--- config.mk ---
export PLATFORM = sky130hd
export DESIGN_NAME = id_issue
export DESIGN_NICKNAME = d
export VERILOG_FILES = /design/src/rtl/id_issue.sv
export SDC_FILE = /design/constraint.sdc
export NUM_CORES = 1
export LEC_CHECK = 0
export BUFFER_PORTS_ARGS = -buffer_cell sky130_fd_sc_hd__buf_2
export CORE_MARGIN = 4
export CORE_UTILIZATION = 40
export DETAILED_ROUTE_END_ITERATION = 7
export GPL_TIMING_DRIVEN = 0
export PLACE_DENSITY_LB_ADDON = 0.12
export SKIP_LAST_GASP = 1
export SLEW_MARGIN = 20
export SYNTH_ARGS = -nofsm -noshare
export SYNTH_HDL_FRONTEND = slang
export SYNTH_SLANG_ARGS = --single-unit
--- constraint.sdc ---
create_clock -name clk -period 3.9 [get_ports clk]
set_input_delay 0.78 -clock clk [delete_from_list [all_inputs] [get_ports clk]]
set_output_delay 0.78 -clock clk [all_outputs]
set_load 0.1 [all_outputs]
--- src/rtl/id_issue.sv ---
`default_nettype none
// +--------------------------------------------------------------------------+
// | Module      : id_issue                                                   |
// | Description : RV32I subset decode/issue stage feeding the execute ALU.   |
// |               Optional macro ID_ILLEGAL_HALT_EN: halt on illegal inst.   |
// | Revision    : 1.0                                                        |
// +--------------------------------------------------------------------------+
module id_issue #(
  parameter int SETTLE_CYCLES = 1
) (
  input  logic        clk,
  input  logic        rst,
  input  logic        inst_valid,
  output logic        inst_ready,
  input  logic [31:0] inst,
  input  logic [31:0] inst_pc,
  output logic [4:0]  rs1_addr,
  output logic [4:0]  rs2_addr,
  input  logic [31:0] rs1_data,
  input  logic [31:0] rs2_data,
  output logic [31:0] pc,
  output logic [31:0] reg_1,
  output logic [31:0] reg_2,
  output logic [31:0] imm,
  output logic [2:0]  aluop,
  output logic        pc_en,
  output logic        imm_en,
  output logic        ex_en,
  output logic        wb_valid,
  output logic [4:0]  rd_addr,
  output logic        rd_we,
  output logic        illegal
);

  localparam logic [2:0] c_IDLE   = 3'd0;
  localparam logic [2:0] c_DECODE = 3'd1;
  localparam logic [2:0] c_SETTLE = 3'd2;
  localparam logic [2:0] c_STROBE = 3'd3;
  localparam logic [2:0] c_WB     = 3'd4;
`ifdef ID_ILLEGAL_HALT_EN
  localparam logic [2:0] c_HALT   = 3'd5;
`endif

  localparam logic [2:0] c_OP_OR  = 3'd0;
  localparam logic [2:0] c_OP_AND = 3'd1;
  localparam logic [2:0] c_OP_XOR = 3'd2;
  localparam logic [2:0] c_OP_ADD = 3'd3;
  localparam logic [2:0] c_OP_SUB = 3'd4;

  localparam logic [6:0] c_OPC_REG   = 7'b0110011;
  localparam logic [6:0] c_OPC_IMM   = 7'b0010011;
  localparam logic [6:0] c_OPC_LUI   = 7'b0110111;
  localparam logic [6:0] c_OPC_AUIPC = 7'b0010111;

  localparam logic [3:0] c_SETTLE_LOAD = 4'(SETTLE_CYCLES - 1);

  logic [2:0]  r_state;
  logic [2:0]  w_state_nxt;
  logic [3:0]  r_cnt;
  logic [31:0] r_inst;
  logic [31:0] r_inst_pc;
  logic        r_ready;
  logic        r_illegal;

  logic [2:0]  w_f3_op;
  logic        w_f3_ok;
  logic        w_legal;
  logic        w_use_rs1;
  logic        w_use_rs2;
  logic        w_pc_en;
  logic        w_imm_en;
  logic [2:0]  w_aluop;
  logic [31:0] w_imm;

  // funct3 mapping shared by register and immediate forms
  always_comb begin
    w_f3_ok = 1'b1;
    w_f3_op = c_OP_ADD;
    case (r_inst[14:12])
      3'b110:  w_f3_op = c_OP_OR;
      3'b111:  w_f3_op = c_OP_AND;
      3'b100:  w_f3_op = c_OP_XOR;
      3'b000:  w_f3_op = c_OP_ADD;
      default: w_f3_ok = 1'b0;
    endcase
  end

  always_comb begin
    w_legal   = 1'b0;
    w_use_rs1 = 1'b0;
    w_use_rs2 = 1'b0;
    w_pc_en   = 1'b0;
    w_imm_en  = 1'b0;
    w_aluop   = c_OP_ADD;
    w_imm     = 32'd0;
    case (r_inst[6:0])
      c_OPC_REG: begin
        if (r_inst[31:25] == 7'b0000000 && w_f3_ok) begin
          w_legal   = 1'b1;
          w_aluop   = w_f3_op;
          w_use_rs1 = 1'b1;
          w_use_rs2 = 1'b1;
        end else if (r_inst[31:25] == 7'b0100000 && r_inst[14:12] == 3'b000) begin
          w_legal   = 1'b1;
          w_aluop   = c_OP_SUB;
          w_use_rs1 = 1'b1;
          w_use_rs2 = 1'b1;
        end
      end
      c_OPC_IMM: begin
        if (w_f3_ok) begin
          w_legal   = 1'b1;
          w_aluop   = w_f3_op;
          w_use_rs1 = 1'b1;
          w_imm_en  = 1'b1;
          w_imm     = {{20{r_inst[31]}}, r_inst[31:20]};
        end
      end
      c_OPC_LUI: begin
        w_legal  = 1'b1;
        w_imm_en = 1'b1;
        w_imm    = {r_inst[31:12], 12'h000};
      end
      c_OPC_AUIPC: begin
        w_legal  = 1'b1;
        w_pc_en  = 1'b1;
        w_imm_en = 1'b1;
        w_imm    = {r_inst[31:12], 12'h000};
      end
      default: ;
    endcase
  end

  assign rs1_addr = w_use_rs1 ? r_inst[19:15] : 5'd0;
  assign rs2_addr = w_use_rs2 ? r_inst[24:20] : 5'd0;

  always_comb begin
    w_state_nxt = r_state;
    case (r_state)
      c_IDLE:   if (inst_valid) w_state_nxt = c_DECODE;
      c_DECODE: begin
        if (w_legal) begin
          w_state_nxt = c_SETTLE;
        end else begin
`ifdef ID_ILLEGAL_HALT_EN
          w_state_nxt = c_HALT;
`else
          w_state_nxt = c_IDLE;
`endif
        end
      end
      c_SETTLE: if (r_cnt == 4'd0) w_state_nxt = c_STROBE;
      c_STROBE: w_state_nxt = c_WB;
      c_WB:     w_state_nxt = c_IDLE;
`ifdef ID_ILLEGAL_HALT_EN
      c_HALT:   w_state_nxt = c_HALT;
`endif
      default:  w_state_nxt = c_IDLE;
    endcase
  end

  always_ff @(posedge clk or negedge rst) begin
    if (!rst) begin
      r_state   <= c_IDLE;
      r_cnt     <= 4'd0;
      r_inst    <= 32'd0;
      r_inst_pc <= 32'd0;
      r_ready   <= 1'b0;
      r_illegal <= 1'b0;
      pc        <= 32'd0;
      reg_1     <= 32'd0;
      reg_2     <= 32'd0;
      imm       <= 32'd0;
      aluop     <= 3'd0;
      pc_en     <= 1'b0;
      imm_en    <= 1'b0;
      rd_addr   <= 5'd0;
      rd_we     <= 1'b0;
    end else begin
      r_state   <= w_state_nxt;
      // ready is registered so it stays low until the first edge after reset release
      r_ready   <= (w_state_nxt == c_IDLE);
      r_illegal <= (r_state == c_DECODE) && !w_legal;
      if (r_state == c_IDLE && inst_valid) begin
        r_inst    <= inst;
        r_inst_pc <= inst_pc;
      end
      if (r_state == c_DECODE) begin
        if (w_legal) begin
          pc      <= r_inst_pc;
          reg_1   <= w_use_rs1 ? rs1_data : 32'd0;
          reg_2   <= w_use_rs2 ? rs2_data : 32'd0;
          imm     <= w_imm;
          aluop   <= w_aluop;
          pc_en   <= w_pc_en;
          imm_en  <= w_imm_en;
          rd_addr <= r_inst[11:7];
          rd_we   <= |r_inst[11:7];
          r_cnt   <= c_SETTLE_LOAD;
        end else begin
          rd_we   <= 1'b0;
        end
      end else if (r_state == c_SETTLE && r_cnt != 4'd0) begin
        r_cnt <= r_cnt - 4'd1;
      end
    end
  end

  assign inst_ready = r_ready;
  assign illegal    = r_illegal;
  assign ex_en      = (r_state == c_STROBE);
  assign wb_valid   = (r_state == c_WB);

endmodule
`default_nettype wire

==> results by group <==
Run status
  – Status: finished clean

CTS
  – Htree depth: 1
  – CTS buffer count: 24
  – Max Buffers Root-to-Sink: 3
  – Worst-path clk slew: roughly 60 ps
  – CTS sink cnt: approximately 210
  – CTS tree: built
  – Clk Latency, worst-skew pair: slightly above 500 ps
  – Root Buffer: clkbuf_16

Critical path
  – RR Startpoint: r_inst[6]
  – Flop2flop setup slack: 1460 ps
  – CP Capture Type: primary output
  – Crit path capture: rs1_addr[1]
  – Critical Path Source: r_inst[29]
  – WP data required: roughly 3100 ps
  – Reg2Reg Depth: 7
  – Critical path peak fanout: 10
  – Crit Path Category: reg2out
  – RR Endpoint: reg_2[31]
  – Arrival time worst endpoint: ~3000 ps
  – Worst setup SP type: flop

Synth
  – Asr flop ratio synth: 100.0%
  – Number of synthesized flops with an enable pin: 0
  – Area share of the largest cell type after synthesis: 57.13%
  – Cells after Synth: 749
  – Mux cell area share after synthesis: roughly 16%
  – Ys Warns: 0
  – XOR/XNOR share of the synthesized area: 0%
  – Post-synth top cells: dfrtp_1, mux2_2, inv_1
  – Net Count, Synth: slightly below 900
  – Leading area contributor after synthesis: dfrtp_1
  – Most frequent cell after synthesis: dfrtp_1
  – FF+latch count, synth: roughly 210
  – Area contributors post-synth: dfrtp_1, mux2_2, a31o_2
  – Post-Synthesis Mean Instance Area: around 12 um2
  – Adder-Cell Fraction of Synth Area: less than 1%
  – Synth Area in Simple Gates: 5.497%
  – Library cells used by synthesis: 47
  – Primary FF master, synth: dfrtp_1
  – Compound-Gate Fraction of Synth Area: ~14%
  – Synth Cell Area: between 9000 and 10,000 um2
  – Seq/Total Area, Yosys: between 50% and 60%
  – Main combinational cell family by area after synthesis: multiplexers

GRT
  – Grt ovf: 0
  – Total GRT Usage: 19.85%
  – First-pass GRT wire length: approximately 41,000 um
  – Initial antenna violation count: 6
  – Largest net degree at the start of global routing: 85
  – Number of global-route vias before repair: 7,271

Route
  – Routed len/inst: a little under 20 um
  – DRC violations left: 0
  – DR pass1 iterations: 4
  – Drt via density: 5.234
  – Vias: 7,134
  – DR iter-0 viols: roughly 430
  – DRT antenna net count: 0
  – Routed WL: roughly 26,000 um

Power
  – Power density over cell area: between 800 and 900 nW/um2
  – Worst VDD drop: between 500 and 600 uV
  – Leakage power total: between 6 and 7 nW
  – Pwr Total: 9.905 mW

Layout
  – Layout cells sized above 1: 48.52%
  – Area Overhead vs Synth: 28.63%
  – Final Core Density: between 50 and 60%
  – N_diodes: 0
  – Fin cells: roughly 1.4k
  – Nets: about 1.2k
  – Post-route cell area: between 10,000 and 15,000 um2

Timing
  – Fin crit share: between 90% and 100%
  – Final setup viols: 0
  – Unrepaired setup endpoints after global routing: false
  – Max Slew Vio Count: 0
  – Slew margin rel.: slightly below 50%
  – Max Fclk: roughly 270 MHz
  – Slew @ Worst Pin: between 700 and 800 ps
  – Min cycle time layout: between 3000 and 4000 ps
  – Post-Route Skew: between 9 and 10 ps
  – Final hold viol count: 0

Floorplan
  – Top Ports: ~280
  – Core footprint: ~23,000 um2
  – DIE AREA: around 26,000 um2
  – Die height: 160.4 um
  – # rows: 55
  – Die W: 160.4 um
  – Starting density of the core: 40.89%

Placement
  – Inst Count DP: 1,319
  – DP Wirelength: around 19,000 um
  – IO buf count: between 200 and 300
  – Post-DP Area: 11,120 um2
  – GPL Wtd Cong: just under 0.8

Flow run
  – MaxCap Viol Count: 0

Worst hold path
  – Hold Path Class: in2async
[state kept, by name (all words and copies together) (netlist names)]
| name | cells |
|---|---|
| rd_we | 1 |
| reg_2 | 32 |
| aluop | 3 |
| inst_ready | 1 |
| r_state | 3 |
| illegal | 1 |
| r_cnt | 4 |
| rd_addr | 5 |
| pc_en | 1 |
| imm | 32 |
| pc | 32 |
| reg_1 | 32 |
| r_inst | 32 |
| r_inst_pc | 32 |
| imm_en | 1 |
[cells by family after synthesis]
group,Yosys count
AND/OR/NAND/NOR,85
buffers and inverters,145
AO/OA/AOI/OAI,171
flip-flops,212
multiplexers,135
adder cells (fa/ha/maj),1
[worst max-delay path: stages (launching register included)]
cell	delay, ps
dfrtp_1	440
nor4_4	390
a31o_2	240
buf_4	190
clkbuf_1	460
and3_1	260
buf_2	440
[report_power, final]
group	switching (mW)	internal, mW
logic	3.56	0.850
clock network	0.886	1.39
registers	0.397	2.82
total	4.85	5.06
[how the worst min path moves through the flow]
stage | endpoint | slack [ps] | cells past startpoint
after floorplan | rd_addr[2] | 470 | 1
after global placement | rd_addr[2] | 470 | 1
after detailed placement | rd_addr[2] | 480 | 1
after CTS | reg_2[12] | 230 | 1
after global routing | reg_2[12] | 250 | 1
final | reg_2[12] | 200 | 1
[final cells by class]
class / instances / area (um2)
fillers: 2100 / 10760
flip-flops and latches: 212 / 5305
multi-input cells: 392 / 3374
repair buffers: 286 / 1489
clock buffers: 38 / 754.5
well taps: 285 / 356.6
plain buffers: 70 / 332.8
inverters: 74 / 277.8
clock inverters: 6 / 55.05
[routing by layer]
layer | vias to the layer above | track usage (%) | wire [um]
met2 | 242 | 32.31 | 12180
met5 | - | 0 | 81
met1 | 3488 | 26.38 | 11250
met4 | 12 | 3.442 | 342
li1 | 3353 | - | -
met3 | 39 | 6.723 | 2326
[repair_timing]
action	4_1_cts	5_1_grt
hold buffers	0	0
endpoints found under the setup margin	5	10
pin swaps	0	1
gates resized for setup	2	0
setup buffers	0	1
[stage by stage]
step	worst slack (ps)	hold WS (ps)	setup TNS (ps)
after floorplan	427.6	469.5	0
after global placement	-1798	474.1	-375370
after detailed placement	333.3	484.1	0
after CTS	10.49	233.1	0
after global routing	25.97	252.6	0
final	173.4	201.1	0
[cells in the final DEF (no fill, tap or decap), drive strengths merged, types with 17 or more instances in the layout]
| master | count |
|---|---|
| a31o | 36 |
| dfrtp | 212 |
| clkbuf | 81 |
| o31ai | 19 |
| mux2 | 132 |
| buf | 313 |
| o2111ai | 32 |
| inv | 74 |
| and3 | 17 |
| nand3 | 24 |
| o21ai | 37 |
| a311oi | 33 |
Power figures use the tool's default switching activity.
